===== config.mk =====
export PLATFORM = sky130hd
export DESIGN_NAME = ex_muldiv
export DESIGN_NICKNAME = d
export VERILOG_FILES = /design/src/rtl/ex_muldiv_pkg.sv /design/src/rtl/ex_muldiv_div_iter.sv /design/src/rtl/ex_muldiv.sv
export SDC_FILE = /design/constraint.sdc
export NUM_CORES = 2
export LEC_CHECK = 0
export ABC_CLOCK_PERIOD_IN_PS = 11000
export CORE_MARGIN = 5
export CORE_UTILIZATION = 29
export DETAILED_ROUTE_END_ITERATION = 10
export HOLD_SLACK_MARGIN = 0.08
export PLACE_DENSITY = 0.44
export SYNTH_ARGS = -nofsm -noshare
export SYNTH_HDL_FRONTEND = slang
export SYNTH_HIERARCHICAL = 1
export SYNTH_SLANG_ARGS = --single-unit

===== constraint.sdc =====
create_clock -name clk -period 11 [get_ports clk]
set_clock_uncertainty 0.1 [all_clocks]
set_input_delay 1.1 -clock clk [delete_from_list [all_inputs] [get_ports clk]]
set_output_delay 1.1 -clock clk [all_outputs]
set_load 0.01 [all_outputs]

===== src/rtl/ex_muldiv_pkg.sv =====
// ex_muldiv_pkg
//   Shared encodings for the RV32M multiply/divide unit: opcode/funct7/funct3
//   values, the 3-bit FSM state type, widths, and a small absolute-value helper.
package ex_muldiv_pkg;

  localparam int XLEN             = 32;
  localparam int MULDIV_CNT_WIDTH = 5;

  localparam logic [6:0] OPCODE_OP     = 7'b0110011;
  localparam logic [6:0] FUNCT7_MULDIV = 7'b0000001;

  localparam logic [2:0] F3_MUL    = 3'b000;
  localparam logic [2:0] F3_MULH   = 3'b001;
  localparam logic [2:0] F3_MULHSU = 3'b010;
  localparam logic [2:0] F3_MULHU  = 3'b011;
  localparam logic [2:0] F3_DIV    = 3'b100;
  localparam logic [2:0] F3_DIVU   = 3'b101;
  localparam logic [2:0] F3_REM    = 3'b110;
  localparam logic [2:0] F3_REMU   = 3'b111;

  typedef enum logic [2:0] {
    ST_IDLE = 3'd0,
    ST_MUL  = 3'd1,
    ST_DIV  = 3'd2,
    ST_DONE = 3'd3,
    ST_HELD = 3'd4
  } muldiv_state_e;

  // Two's-complement magnitude; 0x80000000 maps to itself, which is the
  // correct unsigned magnitude 2^31.
  function automatic logic [XLEN-1:0] abs_xlen(input logic [XLEN-1:0] v);
    return v[XLEN-1] ? (~v + 1'b1) : v;
  endfunction

endpackage


===== src/rtl/ex_muldiv_div_iter.sv =====
// ex_div_iter
//   Radix-2 restoring divider core on unsigned magnitudes.
//   Ports:
//     clk, rst_n     clock, synchronous active-low reset
//     start_i        load dividend/divisor and clear the counter
//     abort_i        drop the operation in progress (wins over start_i)
//     dividend_i     unsigned dividend
//     divisor_i      unsigned divisor (non-zero; zero is handled by the caller)
//     quotient_o     quotient after the step performed this cycle
//     remainder_o    remainder after the step performed this cycle
//     done_o         high during the final (32nd) step; quotient_o/remainder_o
//                    are then the finished results
module ex_div_iter
  import ex_muldiv_pkg::*;
(
  input  logic            clk,
  input  logic            rst_n,
  input  logic            start_i,
  input  logic            abort_i,
  input  logic [XLEN-1:0] dividend_i,
  input  logic [XLEN-1:0] divisor_i,
  output logic [XLEN-1:0] quotient_o,
  output logic [XLEN-1:0] remainder_o,
  output logic            done_o
);

  logic [XLEN-1:0]             rem_q, rem_d;
  logic [XLEN-1:0]             quot_q, quot_d;
  logic [XLEN-1:0]             dvsr_q, dvsr_d;
  logic [MULDIV_CNT_WIDTH-1:0] cnt_q, cnt_d;
  logic                        active_q, active_d;

  logic [XLEN:0]   rem_sh;
  logic            take;
  logic [XLEN-1:0] step_rem;
  logic [XLEN-1:0] step_quot;

  // One restoring step: shift {rem,quot} left, subtract when it fits.
  // rem stays below dvsr, so the shifted value needs one extra bit but the
  // difference always fits back into XLEN bits.
  always_comb begin
    rem_sh    = {rem_q, quot_q[XLEN-1]};
    take      = (rem_sh >= {1'b0, dvsr_q});
    step_rem  = take ? (rem_sh[XLEN-1:0] - dvsr_q) : rem_sh[XLEN-1:0];
    step_quot = {quot_q[XLEN-2:0], take};
  end

  assign quotient_o  = step_quot;
  assign remainder_o = step_rem;
  assign done_o      = active_q && (cnt_q == '1);

  always_comb begin
    rem_d    = rem_q;
    quot_d   = quot_q;
    dvsr_d   = dvsr_q;
    cnt_d    = cnt_q;
    active_d = active_q;
    if (abort_i) begin
      rem_d    = '0;
      quot_d   = '0;
      dvsr_d   = '0;
      cnt_d    = '0;
      active_d = 1'b0;
    end else if (start_i) begin
      rem_d    = '0;
      quot_d   = dividend_i;
      dvsr_d   = divisor_i;
      cnt_d    = '0;
      active_d = 1'b1;
    end else if (active_q) begin
      rem_d  = step_rem;
      quot_d = step_quot;
      cnt_d  = cnt_q + 1'b1;
      if (cnt_q == '1) begin
        active_d = 1'b0;
      end
    end
  end

  always_ff @(posedge clk) begin
    if (!rst_n) begin
      rem_q    <= '0;
      quot_q   <= '0;
      dvsr_q   <= '0;
      cnt_q    <= '0;
      active_q <= 1'b0;
    end else begin
      rem_q    <= rem_d;
      quot_q   <= quot_d;
      dvsr_q   <= dvsr_d;
      cnt_q    <= cnt_d;
      active_q <= active_d;
    end
  end

endmodule


===== src/rtl/ex_muldiv.sv =====
// ex_muldiv
//   RV32M multiply/divide unit in the EX stage. Multiplies take 2 cycles,
//   divide special cases 1 cycle, normal divides 33 cycles (32 restoring
//   steps in ex_div_iter). While working it requests a pipeline hold so the
//   ID/EX register keeps presenting the instruction.
//   Ports:
//     clk, rst_n                 clock, synchronous active-low reset
//     ex_muldiv_opcode_i/funct3_i/funct7_i/rd_i  decoded instruction fields
//     ex_muldiv_rs1_data_i/rs2_data_i            operands
//     ex_muldiv_flush_i          abort (wins over start and ext hold)
//     ex_muldiv_ext_hold_i       hold from other sources
//     ex_muldiv_hold_req_o       hold request (start cycle, MUL, DIV)
//     ex_muldiv_busy_o           state != IDLE
//     ex_muldiv_we_o/rd_o/result_o  one-cycle write-back, nonzero only in DONE
//   Handshake: the instruction is "offered" whenever opcode/funct7 decode as
//   M-extension and the unit is IDLE; it is accepted that same cycle, and
//   hold_req_o keeps the offer stable until the DONE cycle, where we_o is the
//   single completion strobe and hold_req_o drops so the pipeline advances.
module ex_muldiv
  import ex_muldiv_pkg::*;
(
  input  logic            clk,
  input  logic            rst_n,
  input  logic [6:0]      ex_muldiv_opcode_i,
  input  logic [2:0]      ex_muldiv_funct3_i,
  input  logic [6:0]      ex_muldiv_funct7_i,
  input  logic [4:0]      ex_muldiv_rd_i,
  input  logic [XLEN-1:0] ex_muldiv_rs1_data_i,
  input  logic [XLEN-1:0] ex_muldiv_rs2_data_i,
  input  logic            ex_muldiv_flush_i,
  input  logic            ex_muldiv_ext_hold_i,
  output logic            ex_muldiv_hold_req_o,
  output logic            ex_muldiv_busy_o,
  output logic            ex_muldiv_we_o,
  output logic [4:0]      ex_muldiv_rd_o,
  output logic [XLEN-1:0] ex_muldiv_result_o
);

  muldiv_state_e   state_q, state_d;
  logic [XLEN-1:0] op_a_q, op_a_d;
  logic [XLEN-1:0] op_b_q, op_b_d;
  logic [2:0]      funct3_q, funct3_d;
  logic [4:0]      rd_lat_q, rd_lat_d;
  logic            neg_quot_q, neg_quot_d;
  logic            neg_rem_q, neg_rem_d;
  logic            we_q, we_d;
  logic [4:0]      rd_q, rd_d;
  logic [XLEN-1:0] result_q, result_d;

  logic            start;
  logic            signed_div;
  logic            div_by_zero;
  logic            div_ovf;
  logic            div_special;
  logic [XLEN-1:0] special_result;
  logic            div_start;
  logic [XLEN-1:0] div_dividend;
  logic [XLEN-1:0] div_divisor;
  logic [XLEN-1:0] div_quot;
  logic [XLEN-1:0] div_rem;
  logic            div_done;
  logic [XLEN-1:0] quot_fix;
  logic [XLEN-1:0] rem_fix;
  logic            mul_a_sign;
  logic            mul_b_sign;
  logic [63:0]     mul_a;
  logic [63:0]     mul_b;
  logic [63:0]     prod;

  assign start = (ex_muldiv_opcode_i == OPCODE_OP) && (ex_muldiv_funct7_i == FUNCT7_MULDIV)
              && (state_q == ST_IDLE) && !ex_muldiv_flush_i;

  // funct3[0]=0 selects the signed divide/remainder forms.
  assign signed_div  = !ex_muldiv_funct3_i[0];
  assign div_by_zero = (ex_muldiv_rs2_data_i == '0);
  assign div_ovf     = signed_div && (ex_muldiv_rs1_data_i == 32'h8000_0000)
                    && (ex_muldiv_rs2_data_i == 32'hFFFF_FFFF);
  assign div_special = div_by_zero || div_ovf;

  always_comb begin
    special_result = '0;
    if (div_by_zero) begin
      special_result = ex_muldiv_funct3_i[1] ? ex_muldiv_rs1_data_i : '1;
    end else if (div_ovf) begin
      special_result = ex_muldiv_funct3_i[1] ? '0 : 32'h8000_0000;
    end
  end

  assign div_start    = start && ex_muldiv_funct3_i[2] && !div_special;
  assign div_dividend = signed_div ? abs_xlen(ex_muldiv_rs1_data_i) : ex_muldiv_rs1_data_i;
  assign div_divisor  = signed_div ? abs_xlen(ex_muldiv_rs2_data_i) : ex_muldiv_rs2_data_i;

  ex_div_iter u_div_iter (
    .clk         (clk),
    .rst_n       (rst_n),
    .start_i     (div_start),
    .abort_i     (ex_muldiv_flush_i),
    .dividend_i  (div_dividend),
    .divisor_i   (div_divisor),
    .quotient_o  (div_quot),
    .remainder_o (div_rem),
    .done_o      (div_done)
  );

  assign quot_fix = neg_quot_q ? (~div_quot + 1'b1) : div_quot;
  assign rem_fix  = neg_rem_q  ? (~div_rem + 1'b1)  : div_rem;

  // 33-bit extended operands; the low 64 bits of their product are exact, so
  // the multiply is done on 64-bit sign/zero-extended copies.
  assign mul_a_sign = ((funct3_q == F3_MULH) || (funct3_q == F3_MULHSU)) && op_a_q[XLEN-1];
  assign mul_b_sign = (funct3_q == F3_MULH) && op_b_q[XLEN-1];
  assign mul_a      = {{32{mul_a_sign}}, op_a_q};
  assign mul_b      = {{32{mul_b_sign}}, op_b_q};
  assign prod       = mul_a * mul_b;

  always_comb begin
    state_d    = state_q;
    op_a_d     = op_a_q;
    op_b_d     = op_b_q;
    funct3_d   = funct3_q;
    rd_lat_d   = rd_lat_q;
    neg_quot_d = neg_quot_q;
    neg_rem_d  = neg_rem_q;
    we_d       = 1'b0;
    rd_d       = '0;
    result_d   = '0;
    if (ex_muldiv_flush_i) begin
      state_d = ST_IDLE;
    end else begin
      case (state_q)
        ST_IDLE: begin
          if (start) begin
            op_a_d   = ex_muldiv_rs1_data_i;
            op_b_d   = ex_muldiv_rs2_data_i;
            funct3_d = ex_muldiv_funct3_i;
            rd_lat_d = ex_muldiv_rd_i;
            if (!ex_muldiv_funct3_i[2]) begin
              state_d = ST_MUL;
            end else if (div_special) begin
              we_d     = 1'b1;
              rd_d     = ex_muldiv_rd_i;
              result_d = special_result;
              state_d  = ST_DONE;
            end else begin
              neg_quot_d = signed_div && (ex_muldiv_rs1_data_i[XLEN-1] ^ ex_muldiv_rs2_data_i[XLEN-1]);
              neg_rem_d  = signed_div && ex_muldiv_rs1_data_i[XLEN-1];
              state_d    = ST_DIV;
            end
          end
        end
        ST_MUL: begin
          we_d     = 1'b1;
          rd_d     = rd_lat_q;
          result_d = (funct3_q == F3_MUL) ? prod[31:0] : prod[63:32];
          state_d  = ST_DONE;
        end
        ST_DIV: begin
          if (div_done) begin
            we_d     = 1'b1;
            rd_d     = rd_lat_q;
            result_d = funct3_q[1] ? rem_fix : quot_fix;
            state_d  = ST_DONE;
          end
        end
        ST_DONE: state_d = ex_muldiv_ext_hold_i ? ST_HELD : ST_IDLE;
        // The finished instruction is still in ID/EX here; no restart.
        ST_HELD: state_d = ex_muldiv_ext_hold_i ? ST_HELD : ST_IDLE;
        default: state_d = ST_IDLE;
      endcase
    end
  end

  always_ff @(posedge clk) begin
    if (!rst_n) begin
      state_q    <= ST_IDLE;
      op_a_q     <= '0;
      op_b_q     <= '0;
      funct3_q   <= '0;
      rd_lat_q   <= '0;
      neg_quot_q <= 1'b0;
      neg_rem_q  <= 1'b0;
      we_q       <= 1'b0;
      rd_q       <= '0;
      result_q   <= '0;
    end else begin
      state_q    <= state_d;
      op_a_q     <= op_a_d;
      op_b_q     <= op_b_d;
      funct3_q   <= funct3_d;
      rd_lat_q   <= rd_lat_d;
      neg_quot_q <= neg_quot_d;
      neg_rem_q  <= neg_rem_d;
      we_q       <= we_d;
      rd_q       <= rd_d;
      result_q   <= result_d;
    end
  end

  assign ex_muldiv_hold_req_o = !ex_muldiv_flush_i
                             && (start || (state_q == ST_MUL) || (state_q == ST_DIV));
  assign ex_muldiv_busy_o     = (state_q != ST_IDLE);
  // A flush in the DONE cycle still suppresses the write strobe.
  assign ex_muldiv_we_o       = we_q && !ex_muldiv_flush_i;
  assign ex_muldiv_rd_o       = rd_q;
  assign ex_muldiv_result_o   = result_q;

endmodule


Yosys cells after proc, flatten, opt, wreduce, memory -nomap -nowiden
Index checks and enable logic that the tools add are counted.

word-level totals
  bits of input ports = 90
  output and inout port bits = 40
  register bits = 217
  word-level logic and storage cells = 115

cells by class
  multiply operators = 1
  multiplexer cells = 39
  reductions and logical operators = 32
  bitwise logic cells = 8
  $add $sub $neg = 6
  equality and inequality tests = 13
  $lt $le $gt $ge = 1

operators with widths
  kind                                                  number
  2-to-1 mux 32 bit                                     19
  adder 32 x 1 -> 32 bit (second input constant)        4
  inverter 32 bit                                       4
  one-hot mux 32 bit (3 select lines)                   1
  equality test 32 bit (second input constant)          2
  multiplier 33 x 33 -> 64 bit                          1
  >= comparator 33 x 32 -> 1 bit                        1
  zero test 32 bit                                      1
  subtractor 32 bit                                     1
  2-to-1 mux 5 bit                                      4
  one-hot mux 5 bit (3 select lines)                    1
  logical AND 1 bit                                     14
  one-hot mux 3 bit (4 select lines)                    1
  equality test 3 x 2 -> 1 bit (second input constant)  3
  2-to-1 mux 3 bit                                      3
  2-to-1 mux 1 bit                                      8
  equality test 7 x 1 -> 1 bit (second input constant)  1
  equality test 7 x 6 -> 1 bit (second input constant)  1
  equality test 3 x 1 -> 1 bit (second input constant)  2
  zero test 3 bit                                       2
  adder 5 x 1 -> 5 bit (second input constant)          1
  equality test 5 bit (second input constant)           1
  AND reduction 5 bit                                   1
  logical OR 1 bit                                      4
  other kinds (13)                                      19

Logic depth before layout (Yosys ltp)
  depth in word-level cells = 9
  gate-level depth with buffers = 32
  depth with buffers taken out = 29

Hierarchy
The synthesis kept the hierarchy.

by module, submodules not included
  module       seq. area each (µm²)  area each (µm²)  instances  cells each
  ex_muldiv    2302.2                45837.7          1          5326
  ex_div_iter  2042.0                6643.9           1          792

Least setup slack after synthesis
OpenSTA, ideal clock, no wires.

  path type = register -> register
  from = register funct3_q[1]
  to = register result_q[29], in the netlist ex_muldiv_result_o[29]
  clock period less this slack = 8.483 ns
  setup slack = 2.517 ns
  library setup time = 0.132 ns
  stages on the path, launching flop included = 31
  arrival = 8.252 ns
  data required time = 10.768 ns
  buffers on the path = 3
  path through = dfxtp_1 > clkbuf_1 > xnor2_1 > nor3b_1 > clkbuf_1 > nand2_1 > fa_1 > fa_1 > inv_1 > fa_1 > inv_1 > fa_1 > inv_1 > fa_1 > fa_1 > fa_1 > inv_1 > fa_1 > inv_1 > ha_1 > clkbuf_1 > o21ai_0 > a21boi_0 > o21a_1 > o22ai_1 > o31ai_1 > a31oi_1 > o221a_2 > o21bai_1 > mux2i_1 > o21ai_0

on the way
  cells in the longest elaborated chain, start to end = 6
  elaborated cells on any way between the ends = 11
  classes of those cells = mul: 1; eq/ne: 2; mux: 4; reduce/logical: 4

RTL lines
  element                                                                              RTL line                            source
  start: declaration                                                                   ex_muldiv.sv:42                     logic [2:0] funct3_q, funct3_d;
  start signal: assignment                                                             ex_muldiv.sv:189                    funct3_q <= funct3_d;
  equality test 3 x 1 -> 1 bit / equality test 3 x 2 -> 1 bit (equally long branches)  ex_muldiv.sv:110, ex_muldiv.sv:111
  logical OR 1 bit                                                                     ex_muldiv.sv:110                    assign mul_a_sign = ((funct3_q == F3_MULH) || (funct3_q == F3_MULHSU)) && op_a_q[XLEN-1];
  logical AND 1 bit                                                                    ex_muldiv.sv:110
  multiplier 33 x 33 -> 64 bit                                                         ex_muldiv.sv:114                    assign prod = mul_a * mul_b;
  2-to-1 mux 32 bit                                                                    ex_muldiv.sv:154                    result_d = (funct3_q == F3_MUL) ? prod[31:0] : prod[63:32];
  one-hot mux 32 bit (3 select lines) (*)                                              ex_muldiv.sv:130                    case (state_q)
  end signal: assignment                                                               ex_muldiv.sv:195                    result_q <= result_d;
  end: declaration                                                                     ex_muldiv.sv:48                     logic [XLEN-1:0] result_q, result_d;

Mark *: on every way between the ends. The rest lies on a longest branch, timed or not.
A chain may end at the register's enable or synchronous reset.

Worst setup path after layout
  from = register funct3_q[0]
  to = register result_q[29], in the netlist ex_muldiv_result_o[29]

on the way
  cells in the longest elaborated chain, start to end = 6
  elaborated cells on any way between the ends = 9
  classes of those cells = mul: 1; eq/ne: 2; mux: 2; reduce/logical: 4

RTL lines
  element                                                                              RTL line
  equality test 3 x 1 -> 1 bit / equality test 3 x 2 -> 1 bit (equally long branches)  ex_muldiv.sv:110, ex_muldiv.sv:111
  logical OR 1 bit                                                                     ex_muldiv.sv:110
  logical AND 1 bit                                                                    ex_muldiv.sv:110
  multiplier 33 x 33 -> 64 bit                                                         ex_muldiv.sv:114
  2-to-1 mux 32 bit (*)                                                                ex_muldiv.sv:154
  one-hot mux 32 bit (3 select lines) (*)                                              ex_muldiv.sv:130

Marks and branches as above.

==> results.py <==
metrics = {
    "floorplan": {
        "rows": 156,
        "start_util_pct": 29.1,
        "die_h_um": 435,
        "coreArea_um2": 180000,
        "die_w_um": 435,
        "dieArea_um2": 190000,
        "pin_count": 130,
    },
    "worst_hold_path": {
        "hold_class": "reg2reg",
    },
    "timing": {
        "fin_crit_sh_pct": 86.8,
        "max_freq_mhz": 105,
        "slew_headroom_pct": 14.2,
        "hold_ws_ns": 0.361,
        "period_minus_slack_ns": 9.54,
        "fin_ws_ns": 1.46,
        "fin_setup_tns_ns": 0,
        "grt_setup_unrepaired": "no",
        "finalSetupViolCount": 0,
        "worstMarginPinSlew_ns": 1.28,
        "slew_viol_final": 0,
        "hold_viol": 0,
    },
    "route": {
        "drc": 0,
        "drtIter0Drc": 2206,
        "post_drt_wl_per_cell_um": 20.7,
        "vias": 40000,
        "dr.pass1.iters": 5,
        "viasPerCell": 4.77,
        "routed_wl_um": 174000,
        "ant_nets": 0,
    },
    "clock_tree": {
        "clockBufferDepth": 3,
        "cts_sinks": 217,
        "htreeDepth": 1,
        "clkSlewWorstSetupHoldPaths_ns": 0.06,
        "numCtsBuffers": 29,
        "clock_latency_ns": 0.58,
        "cts_tree": "yes",
        "post_cts_buffers": 0,
        "cts.repair.resized": 0,
        "root_buffer": "clkbuf_16",
        "postCtsHoldBufs": 0,
    },
    "setup_path": {
        "worstPathRequired_ns": 11.32,
        "cp-end-kind": "flip-flop",
        "cpPeakStageDelay_ns": 0.84,
        "path_buf_inv": 8,
        "critPathArrivalTime_ns": 9.86,
        "path_max_fanout": 31,
        "crit_slowest_cell": "fa_1",
        "cp_top_family": "adder cells",
        "startpoint_type": "flip-flop",
        "worstSetupPathType": "reg2reg",
        "crit_path_frequent_cell": "fa_1",
    },
    "placement": {
        "dpl.hpwl_um": 142000,
        "gp_congestion": 0.848,
        "port_buffers": 129,
        "pre_cts_ws_ns": 1.41,
    },
    "layout": {
        "layout_commonest_cell": "inv_1",
        "drive_above_1_share_pct": 3.71,
        "layout_common_cells": "1230 x inv_1, 1126 x fa_1, 1048 x nand2_1",
        "synthToLayoutAreaGrowth_pct": 8.52,
        "fin_nets": 7457,
    },
    "yosys": {
        "synth_fp_nets": 7585,
        "synthCells": 6118,
        "syn_area_um2": 52500,
        "synth.distinct_cells": 86,
        "ys_ff_latch": 217,
        "synth-async-reset-ratio_pct": 0,
        "synth-main-ff-cell": "dfxtp_1",
        "yosysSeqAreaShare_pct": 8.28,
        "synth_edf_count": 0,
        "syn_area_per_cell_um2": 8.58,
        "ys_warn_count": 6,
    },
    "power_and_ir_drop": {
        "switching_share_pct": 25.1,
        "cellPowerDensity_nw_per_um2": 34.8,
        "comb_power_share_pct": 6.8,
        "p_sw_mw": 0.496,
        "power.share.clock_pct": 53.5,
        "p_leak_nw": 24.7,
        "internal-power_mw": 1.48,
        "seqPwrFrac_pct": 39.7,
        "vdd.ir_drop.worst_mv": 0.100,
    },
    "global_route": {
        "grt_usage_pct": 18.3,
        "grt_max_degree": 97,
        "overflow": 0,
        "grt_pass1_vias": 43400,
        "grt_pass1_wl_um": 271000,
        "antenna_found_initial": 4,
    },
    "job": {
        "cap_violations": 0,
    },
    "run_status": {
        "status": "finished, final reports clean",
    },
}
[Yosys cell counts, types with 16 or more instances]
library cell | count | share of area [%]
nor2b_1 | 19 | 0.23
a21boi_0 | 75 | 1.1
nand4_1 | 35 | 0.42
mux2i_1 | 80 | 1.5
and3_1 | 21 | 0.25
nand2b_1 | 38 | 0.45
ha_1 | 251 | 6.0
fa_1 | 1126 | 43
a211oi_1 | 18 | 0.26
dfxtp_1 | 217 | 8.3
o21bai_1 | 16 | 0.23
and2_1 | 314 | 3.7
o211ai_1 | 22 | 0.31
mux2_4 | 18 | 0.51
xnor2_1 | 135 | 2.3
xor2_1 | 91 | 1.5
buf_1 | 16 | 0.11
nand2_1 | 1048 | 7.5
nand3_1 | 36 | 0.34
o21ai_0 | 155 | 1.5
a31oi_1 | 22 | 0.26
a21oi_1 | 169 | 1.6
or2_2 | 17 | 0.20
o21ba_1 | 18 | 0.34
buf_4 | 34 | 0.49
clkbuf_1 | 327 | 2.3
o31ai_1 | 38 | 0.54
or3_1 | 20 | 0.24
o22ai_1 | 16 | 0.19
inv_1 | 1230 | 8.8
nor2_1 | 244 | 1.7
or4_1 | 18 | 0.26
a21o_1 | 42 | 0.60
nor3_1 | 25 | 0.24
[registers in the layout, summed over array words and instances, names as in the netlist]
name	flops
ex_muldiv_rd_o	5
ex_muldiv_result_o	32
funct3_q	3
neg_quot_q	1
neg_rem_q	1
op_a_q	32
op_b_q	32
rd_lat_q	5
state_q	3
u_div_iter/active_q	1
u_div_iter/cnt_q	5
u_div_iter/dvsr_q	32
u_div_iter/quot_q	32
u_div_iter/rem_q	32
we_q	1
[kinds of logic after synthesis]
logic type | count (synthesis) | share of synthesized area, %
flops | 217 | 8.28
compound gates | 697 | 8.62
fa+ha+maj | 1377 | 48.9
xor+xnor | 226 | 3.77
simple gates | 1882 | 16.4
mux | 100 | 2.08
buf+inv | 1619 | 11.9
[per-layer routing]
layer  track usage, %  routed length [um]  vias up
met4             4.54                5140        0
met3            0.861                5330      178
met5                0                   0        -
met1             24.6               76800    20800
li1                 -                   -    18200
met2             32.5               86300      801
[power groups by stage]
stage | sequential [mW] | clock (mW) | combinational, mW
6_report | 0.786 | 1.06 | 0.135
5_1_grt | 0.785 | 1.11 | 0.142
4_1_cts | 0.785 | 1.09 | 0.136
3_5_place_dp | 0.803 | 0 | 0.135
3_3_place_gp | 0.803 | 0 | 0.135
2_1_floorplan | 0.803 | 0 | 0.0491
[cell type report]
| cell class | instances | area (um2) |
|---|---|---|
| well taps | 2370 | 2970 |
| clock inverters | 18 | 260 |
| multi-input cells | 4282 | 41900 |
| inverters | 1231 | 4620 |
| clock buffers | 36 | 782 |
| repair buffers | 229 | 2060 |
| flip-flops and latches | 217 | 4350 |
| diodes | 2 | 5.00 |
| fillers | 19300 | 123000 |
[stage by stage]
stage / instances / utilization, % / area [um2] / power [mW]
after floorplan: 6118 / - / 52500 / 0.852
after global placement: 8329 / 31.0 / 55900 / 0.938
after global routing: 8383 / 31.6 / 56900 / 2.04
after CTS: 8383 / 31.6 / 56900 / 2.01
final: 8385 / 31.6 / 57000 / 1.98
after detailed placement: 8329 / 31.0 / 55900 / 0.938
[worst register-to-register path, delay by kind of cell, from the launching register on]
family	cells	cell delay, ns
flops	1	0.42
xor+xnor	1	0.17
buf+inv	8	1.38
simple gates	2	0.25
fa+ha+maj	9	5.27
compound gates	9	1.65
mux	1	0.16
[worst paths after layout]
check | startpoint | to | slack, ns | depth (start not counted)
worst min-delay path | op_a_q[11] | op_a_q[11] | 0.36 | 2
worst min register to register | op_a_q[11] | op_a_q[11] | 0.36 | 2
worst max-delay path | funct3_q[0] | ex_muldiv_result_o[29] | 1.46 | 30
worst max register to register | funct3_q[0] | ex_muldiv_result_o[29] | 1.46 | 30
(Power assumes the default switching activity.)
